### src/rtl/decode_pkg.sv
// Shared decode definitions: RV32I/RV64I base opcodes and the instruction format enum.
package decode_pkg;

  localparam logic [6:0] LUI       = 7'b0110111;
  localparam logic [6:0] AUIPC     = 7'b0010111;
  localparam logic [6:0] JAL       = 7'b1101111;
  localparam logic [6:0] JALR      = 7'b1100111;
  localparam logic [6:0] BRANCH    = 7'b1100011;
  localparam logic [6:0] LOAD      = 7'b0000011;
  localparam logic [6:0] STORE     = 7'b0100011;
  localparam logic [6:0] OP_IMM    = 7'b0010011;
  localparam logic [6:0] OP        = 7'b0110011;
  localparam logic [6:0] OP_IMM_32 = 7'b0011011;
  localparam logic [6:0] OP_32     = 7'b0111011;
  localparam logic [6:0] MISC_MEM  = 7'b0001111;
  localparam logic [6:0] SYSTEM    = 7'b1110011;

  typedef enum logic [2:0] {
    FMT_R    = 3'd0,
    FMT_I    = 3'd1,
    FMT_S    = 3'd2,
    FMT_B    = 3'd3,
    FMT_U    = 3'd4,
    FMT_J    = 3'd5,
    FMT_NONE = 3'd6
  } fmt_e;

endpackage

### src/rtl/decode_stage_imm_gen.sv
// Combinational immediate generator: assembles the format-specific immediate
// and sign-extends it from inst[31] to XLEN.
module imm_gen
  import decode_pkg::*;
#(
  parameter int XLEN = 32
) (
  input  logic [31:0]     inst,
  input  fmt_e            fmt,
  output logic [XLEN-1:0] imm
);

  logic signed [31:0] w_imm32;
  logic               w_unused_opcode;

  // Opcode bits carry no immediate data in any format.
  assign w_unused_opcode = ^inst[6:0];

  always_comb begin
    w_imm32 = '0;
    unique case (fmt)
      FMT_I:   w_imm32 = {{20{inst[31]}}, inst[31:20]};
      FMT_S:   w_imm32 = {{20{inst[31]}}, inst[31:25], inst[11:7]};
      FMT_B:   w_imm32 = {{19{inst[31]}}, inst[31], inst[7], inst[30:25], inst[11:8], 1'b0};
      FMT_U:   w_imm32 = {inst[31:12], 12'b0};
      FMT_J:   w_imm32 = {{11{inst[31]}}, inst[31], inst[19:12], inst[20], inst[30:21], 1'b0};
      default: w_imm32 = '0;
    endcase
  end

  assign imm = XLEN'(w_imm32);

endmodule

### src/rtl/decode_stage.sv
// Registered instruction-decode stage with valid/ready handshake and flush.
// Define DECODE_ILLEGAL_CHECK_EN to build the illegal-encoding detector.
module decode_stage
  import decode_pkg::*;
#(
  parameter int XLEN = 32,
  parameter int PC_W = XLEN
) (
  input  logic            clk,
  input  logic            rst,
  input  logic            flush,
  input  logic            in_valid,
  output logic            in_ready,
  input  logic [31:0]     in_inst,
  input  logic [PC_W-1:0] in_pc,
  output logic            out_valid,
  input  logic            out_ready,
  output logic [PC_W-1:0] out_pc,
  output logic [6:0]      opcode,
  output logic [4:0]      rd,
  output logic [2:0]      funct3,
  output logic [4:0]      rs1,
  output logic [4:0]      rs2,
  output logic [6:0]      funct7,
  output logic [XLEN-1:0] imm,
  output logic [2:0]      fmt,
  output logic            illegal
);

  logic [6:0]      w_opcode;
  logic [4:0]      w_rd;
  logic [2:0]      w_funct3;
  logic [4:0]      w_rs1;
  logic [4:0]      w_rs2;
  logic [6:0]      w_funct7;
  fmt_e            w_fmt;
  logic [XLEN-1:0] w_imm;
  logic            w_capture;

  logic            r_valid;
  logic [PC_W-1:0] r_pc;
  logic [6:0]      r_opcode;
  logic [4:0]      r_rd;
  logic [2:0]      r_funct3;
  logic [4:0]      r_rs1;
  logic [4:0]      r_rs2;
  logic [6:0]      r_funct7;
  logic [XLEN-1:0] r_imm;
  fmt_e            r_fmt;

  assign w_opcode = in_inst[6:0];
  assign w_rd     = in_inst[11:7];
  assign w_funct3 = in_inst[14:12];
  assign w_rs1    = in_inst[19:15];
  assign w_rs2    = in_inst[24:20];
  assign w_funct7 = in_inst[31:25];

  always_comb begin
    w_fmt = FMT_NONE;
    unique case (w_opcode)
      OP:                                      w_fmt = FMT_R;
      OP_32:                                   w_fmt = (XLEN == 64) ? FMT_R : FMT_NONE;
      OP_IMM, LOAD, JALR, SYSTEM, MISC_MEM:    w_fmt = FMT_I;
      OP_IMM_32:                               w_fmt = (XLEN == 64) ? FMT_I : FMT_NONE;
      STORE:                                   w_fmt = FMT_S;
      BRANCH:                                  w_fmt = FMT_B;
      LUI, AUIPC:                              w_fmt = FMT_U;
      JAL:                                     w_fmt = FMT_J;
      default:                                 w_fmt = FMT_NONE;
    endcase
  end

  imm_gen #(.XLEN(XLEN)) u_imm_gen (
    .inst (in_inst),
    .fmt  (w_fmt),
    .imm  (w_imm)
  );

  assign in_ready  = !r_valid || out_ready;
  assign w_capture = in_valid && in_ready && !flush;

  // Flush outranks capture; a capture outranks the plain handshake drain.
  always_ff @(posedge clk or posedge rst) begin
    if (rst) begin
      r_valid  <= 1'b0;
      r_pc     <= '0;
      r_opcode <= '0;
      r_rd     <= '0;
      r_funct3 <= '0;
      r_rs1    <= '0;
      r_rs2    <= '0;
      r_funct7 <= '0;
      r_imm    <= '0;
      r_fmt    <= FMT_R;
    end else if (flush) begin
      r_valid  <= 1'b0;
    end else if (w_capture) begin
      r_valid  <= 1'b1;
      r_pc     <= in_pc;
      r_opcode <= w_opcode;
      r_rd     <= w_rd;
      r_funct3 <= w_funct3;
      r_rs1    <= w_rs1;
      r_rs2    <= w_rs2;
      r_funct7 <= w_funct7;
      r_imm    <= w_imm;
      r_fmt    <= w_fmt;
    end else if (out_ready) begin
      r_valid  <= 1'b0;
    end
  end

`ifdef DECODE_ILLEGAL_CHECK_EN
  logic w_illegal;
  logic r_illegal;

  always_comb begin
    w_illegal = 1'b0;
    if (in_inst[1:0] != 2'b11)                                      w_illegal = 1'b1;
    if (w_fmt == FMT_NONE)                                          w_illegal = 1'b1;
    if ((w_opcode == JALR) && (w_funct3 != 3'b000))                 w_illegal = 1'b1;
    if ((w_opcode == BRANCH) && (w_funct3[2:1] == 2'b01))           w_illegal = 1'b1;
    if ((w_opcode == OP) && (w_funct7 != 7'b0000000) && (w_funct7 != 7'b0100000))
                                                                    w_illegal = 1'b1;
  end

  always_ff @(posedge clk or posedge rst) begin
    if (rst)                     r_illegal <= 1'b0;
    else if (w_capture && !flush) r_illegal <= w_illegal;
  end

  assign illegal = r_illegal;
`else
  assign illegal = 1'b0;
`endif

  assign out_valid = r_valid;
  assign out_pc    = r_pc;
  assign opcode    = r_opcode;
  assign rd        = r_rd;
  assign funct3    = r_funct3;
  assign rs1       = r_rs1;
  assign rs2       = r_rs2;
  assign funct7    = r_funct7;
  assign imm       = r_imm;
  assign fmt       = r_fmt;

endmodule

### config.mk
export PLATFORM = sky130hd
export DESIGN_NAME = decode_stage
export DESIGN_NICKNAME = d
export VERILOG_FILES = /design/src/rtl/decode_pkg.sv /design/src/rtl/decode_stage_imm_gen.sv /design/src/rtl/decode_stage.sv
export SDC_FILE = /design/constraint.sdc
export NUM_CORES = 1
export LEC_CHECK = 0
export CAP_MARGIN = 0
export CORE_ASPECT_RATIO = 1.4
export CORE_MARGIN = 2
export CORE_UTILIZATION = 40
export CTS_CLUSTER_DIAMETER = 40
export DETAILED_ROUTE_END_ITERATION = 10
export HOLD_SLACK_MARGIN = 0.12
export PLACE_DENSITY = 0.75
export SYNTH_ARGS = -nofsm -noshare
export SYNTH_HDL_FRONTEND = slang
export SYNTH_SLANG_ARGS = --single-unit
### constraint.sdc
create_clock -name clk -period 4.1 [get_ports clk]
set_input_delay 0.82 -clock clk [delete_from_list [all_inputs] [get_ports clk]]
set_output_delay 0.82 -clock clk [all_outputs]
set_load 0.05 [all_outputs]
==> impl_metrics.csv <==
group,metric,value,unit
layout,antennaDiodeCount,0,
layout,n_fill_cell,873,
sta,fin_crit,3.52,ns
sta,slew_headroom,0.321,
synthesis,syn-cell-area,4220,um2
synthesis,ys_seq_area_frac,0.593,
sta,timing.fmax,284,MHz
route,vias_per_cell,4.97,
power,powerDensity,441,nW/um2
sta,fin_setup_tns,0,ns
worst_setup_path,crit_fanout,12,
layout,regArea,2500,um2
worst_setup_path,crit_type,"in2reg",
sta,setup_ws,0.578,ns
synthesis,async_flop_share,1.00,
worst_setup_path,max_stage_delay,0.69,ns
sta,finalSetupViolCount,0,
place,io_buffers,169,
place,dpl.hpwl,8.54,mm
synthesis,ys_dominant_reg_cell,"dfrtp_1",
synthesis,synth_seq_cells,100,
min_path,hold_path_class,"reg2reg",
floorplanning,die_area,11400,um2
synthesis,syn_inst,437,
synthesis,yosys.cell_types.count,46,
clock_network,cts_max_level,3,
sta,tightest_slew,1.02,ns
global_route,grt_usage,0.206,
route,dr.pass1.iters,4,
run_status,status,"complete, no violations",
clock_network,cts_resized,0,
route,drc,0,
worst_setup_path,worstPathCellList,"clkdlybuf4s50_1 -> and4b_1 -> and2_1 -> inv_1 -> ha_1 -> nor2b_1 -> a41o_1 -> or3_4 -> and3_4 -> a221o_1",
route,avgRoutedWirePerCell,15.6,um
synthesis,syn_nets,507,
route,routed_wl,11.6,mm
floorplanning,die_h,126,um
worst_setup_path,setup.worst_path.end_class,"flop",
layout,multiInputGateArea,1530,um2
sta,report.final.slew_viol_count,0,
clock_network,cts_root_buf,"clkbuf_16",
clock_network,postCtsHoldBufs,0,
global_route,grt_pass1_wl,18.9,mm
clock_network,worstSkewPairLatency,0.33,ns
clock_network,cts_made_buffers,9,
place,place_congestion,0.843,
run,cap_violations,0,
global_route,antenna_found_initial,0,
global_route,grt.overflow.total,0,
floorplanning,ios,171,
layout,syn_to_final_growth,51.4,%
floorplanning,fp-row-count,44,
sta,hold_viol,0,
route,drt_iter0_drc,161,
worst_setup_path,cp_num_buf_inv,2,
synthesis,yosys_warnings,0,
floorplanning,initial_core_util,0.408,
layout,drive_gt1_frac,0.0594,
global_route,grt_max_degree,50,
route,postRouteAntennaNets,0,
clock_network,post_cts_buffers,0,
worst_setup_path,cp-start-kind,"input pin",
sta,grt_setup_unrepaired,"false",
floorplanning,die_w,90.8,um
power,leakage,2.97,nW
synthesis,synth_edf_count,0,
worst_setup_path,critPathSlowestCell,"clkdlybuf4s50_1",
sta,clock_skew,0.00612,ns
place,pre_cts_ws,0.262,ns
global_route,first_global_vias,3833,
route,via_count,3697,
worst_setup_path,cp_data_required_time,4.32,ns
clock_network,clk_path_buf_depth,2,
worst_setup_path,arrival,3.74,ns
clock_network,cts.sinks,100,
synthesis,avgSynthCellArea,9.65,um2
power,peakVddDrop,0.243,mV
sta,finalCritPeriodShare,0.859,
clock_network,cts_tree,"yes",
clock_network,clkTransAtPathRegs,0.07,ns
worst_setup_path,cp_top_family,"simple AND/OR/NAND/NOR gates",
layout,nets,672,
floorplanning,core,10300,um2
-- cell families (layout without fill, tap and decap cells) --
kind of cell / after synthesis / after routing / synth area share
AND/OR/NAND/NOR: 208 / 208 / 0.206
flip-flops: 100 / 100 / 0.593
AO/OA/AOI/OAI: 81 / 81 / 0.149
buffers and inverters: 45 / 214 / 0.0460
adder cells (fa/ha/maj): 1 / 1 / 0.00297
other: 1 / 1 / 0.000889
XOR/XNOR: 1 / 1 / 0.00208
-- layer usage --
metal | GRT usage | up-vias | part of all wire | wire [um]
met5 | 0 | - | 0 | 0
met4 | 0.0882 | 0 | 0.028 | 324
met3 | 0.0458 | 24 | 0.062 | 719
met2 | 0.359 | 144 | 0.51 | 5850
met1 | 0.245 | 1758 | 0.40 | 4690
li1 | - | 1771 | - | -
-- registers in the layout, summed over array words and instances, names as in the netlist, 3 cells and up --
signal and count:
fmt 3, funct7 7, imm 32, rs2 5, rs1 5, opcode 7, rd 5, out_pc 32
funct3 3
-- cells in the mapped netlist (all sizes together) (2+ instances only) --
cell	n	area share
a221o	8	0.019
nor2	6	0.0053
inv	18	0.016
nand2	178	0.16
and3	2	0.0053
nand3b	2	0.0036
and2	2	0.0030
o21ai	32	0.038
a22o	21	0.044
o22a	2	0.0042
a21oi	4	0.010
a21boi	2	0.0036
dfrtp	100	0.59
clkbuf	19	0.017
buf	8	0.013
a2111oi	2	0.010
nor2b	3	0.0045
a211oi	2	0.0036
or3b	2	0.0047
or2	2	0.0030
nand3	4	0.0047
-- layout by cell type (no fill, tap or decap), types with 2 or more instances in the layout --
master,synthesis,layout
a21oi_1,2,2
nand2_1,178,178
dfrtp_1,100,100
clkbuf_1,19,2
buf_4,2,9
and2_1,2,2
nand3b_1,2,2
buf_12,0,3
nor2b_1,3,3
inv_1,18,17
nor2_1,6,6
nand3_1,4,4
a22o_1,21,21
a211oi_1,2,2
a21oi_4,2,2
clkdlybuf4s50_1,0,169
o21ai_1,2,2
and3_4,2,2
a221o_1,8,8
clkbuf_16,0,9
clkinv_4,0,2
o21ai_0,30,30
a21boi_0,2,2
or2_1,2,2
o22a_1,2,2
-- tightest hold or removal path, delay by kind of cell (launching register included) --
kind          cells  cell delay [ns]
simple gates      2             0.11
flops             1             0.34
-- power breakdown --
part	leakage [nW]	internal (mW)	switching [mW]
Combinational	1.55	0.287	0.549
Sequential	1.28	1.09	0.0547
Clock	0.143	0.489	0.350
Total	2.97	1.86	0.953
-- per-stage QoR --
stage                     cells  total power [mW]  hold slack (ns)   util  instance area [um2]
after floorplan             437              1.66            0.743      -                 4220
after global placement      729              1.99            0.459  0.588                 6090
after detailed placement    729              2.00            0.461  0.588                 6090
after CTS                   744              2.84            0.480  0.617                 6380
after global routing        744              2.93            0.502  0.617                 6380
final                       744              2.82            0.477  0.617                 6380
-- final timing paths --
check / slack, ns / depth (start not counted) / endpoint / startpoint
max: 0.58 / 10 / imm[16]$_DFFE_PP0P_ / in_inst[5]
min: 0.48 / 2 / out_pc[16]$_DFFE_PP0P_ / out_pc[16]$_DFFE_PP0P_
max reg2reg: 1.88 / 5 / imm[16]$_DFFE_PP0P_ / out_valid$_DFFE_PP0P_
min reg2reg: 0.48 / 2 / out_pc[16]$_DFFE_PP0P_ / out_pc[16]$_DFFE_PP0P_
max in group asynchronous: 2.37 / 3 / opcode[2]$_DFFE_PP0P_ / rst
min in group asynchronous: 0.92 / 2 / imm[18]$_DFFE_PP0P_ / rst
-- layout make-up --
type	count	share of cell area
well taps	138	0.0270
clock buffers	12	0.0386
flip-flops and latches	100	0.392
multi-input cells	292	0.239
inverters	18	0.0110
clock inverters	3	0.00745
repair buffers	181	0.285
Note: power is estimated with default switching activity, not from simulation.
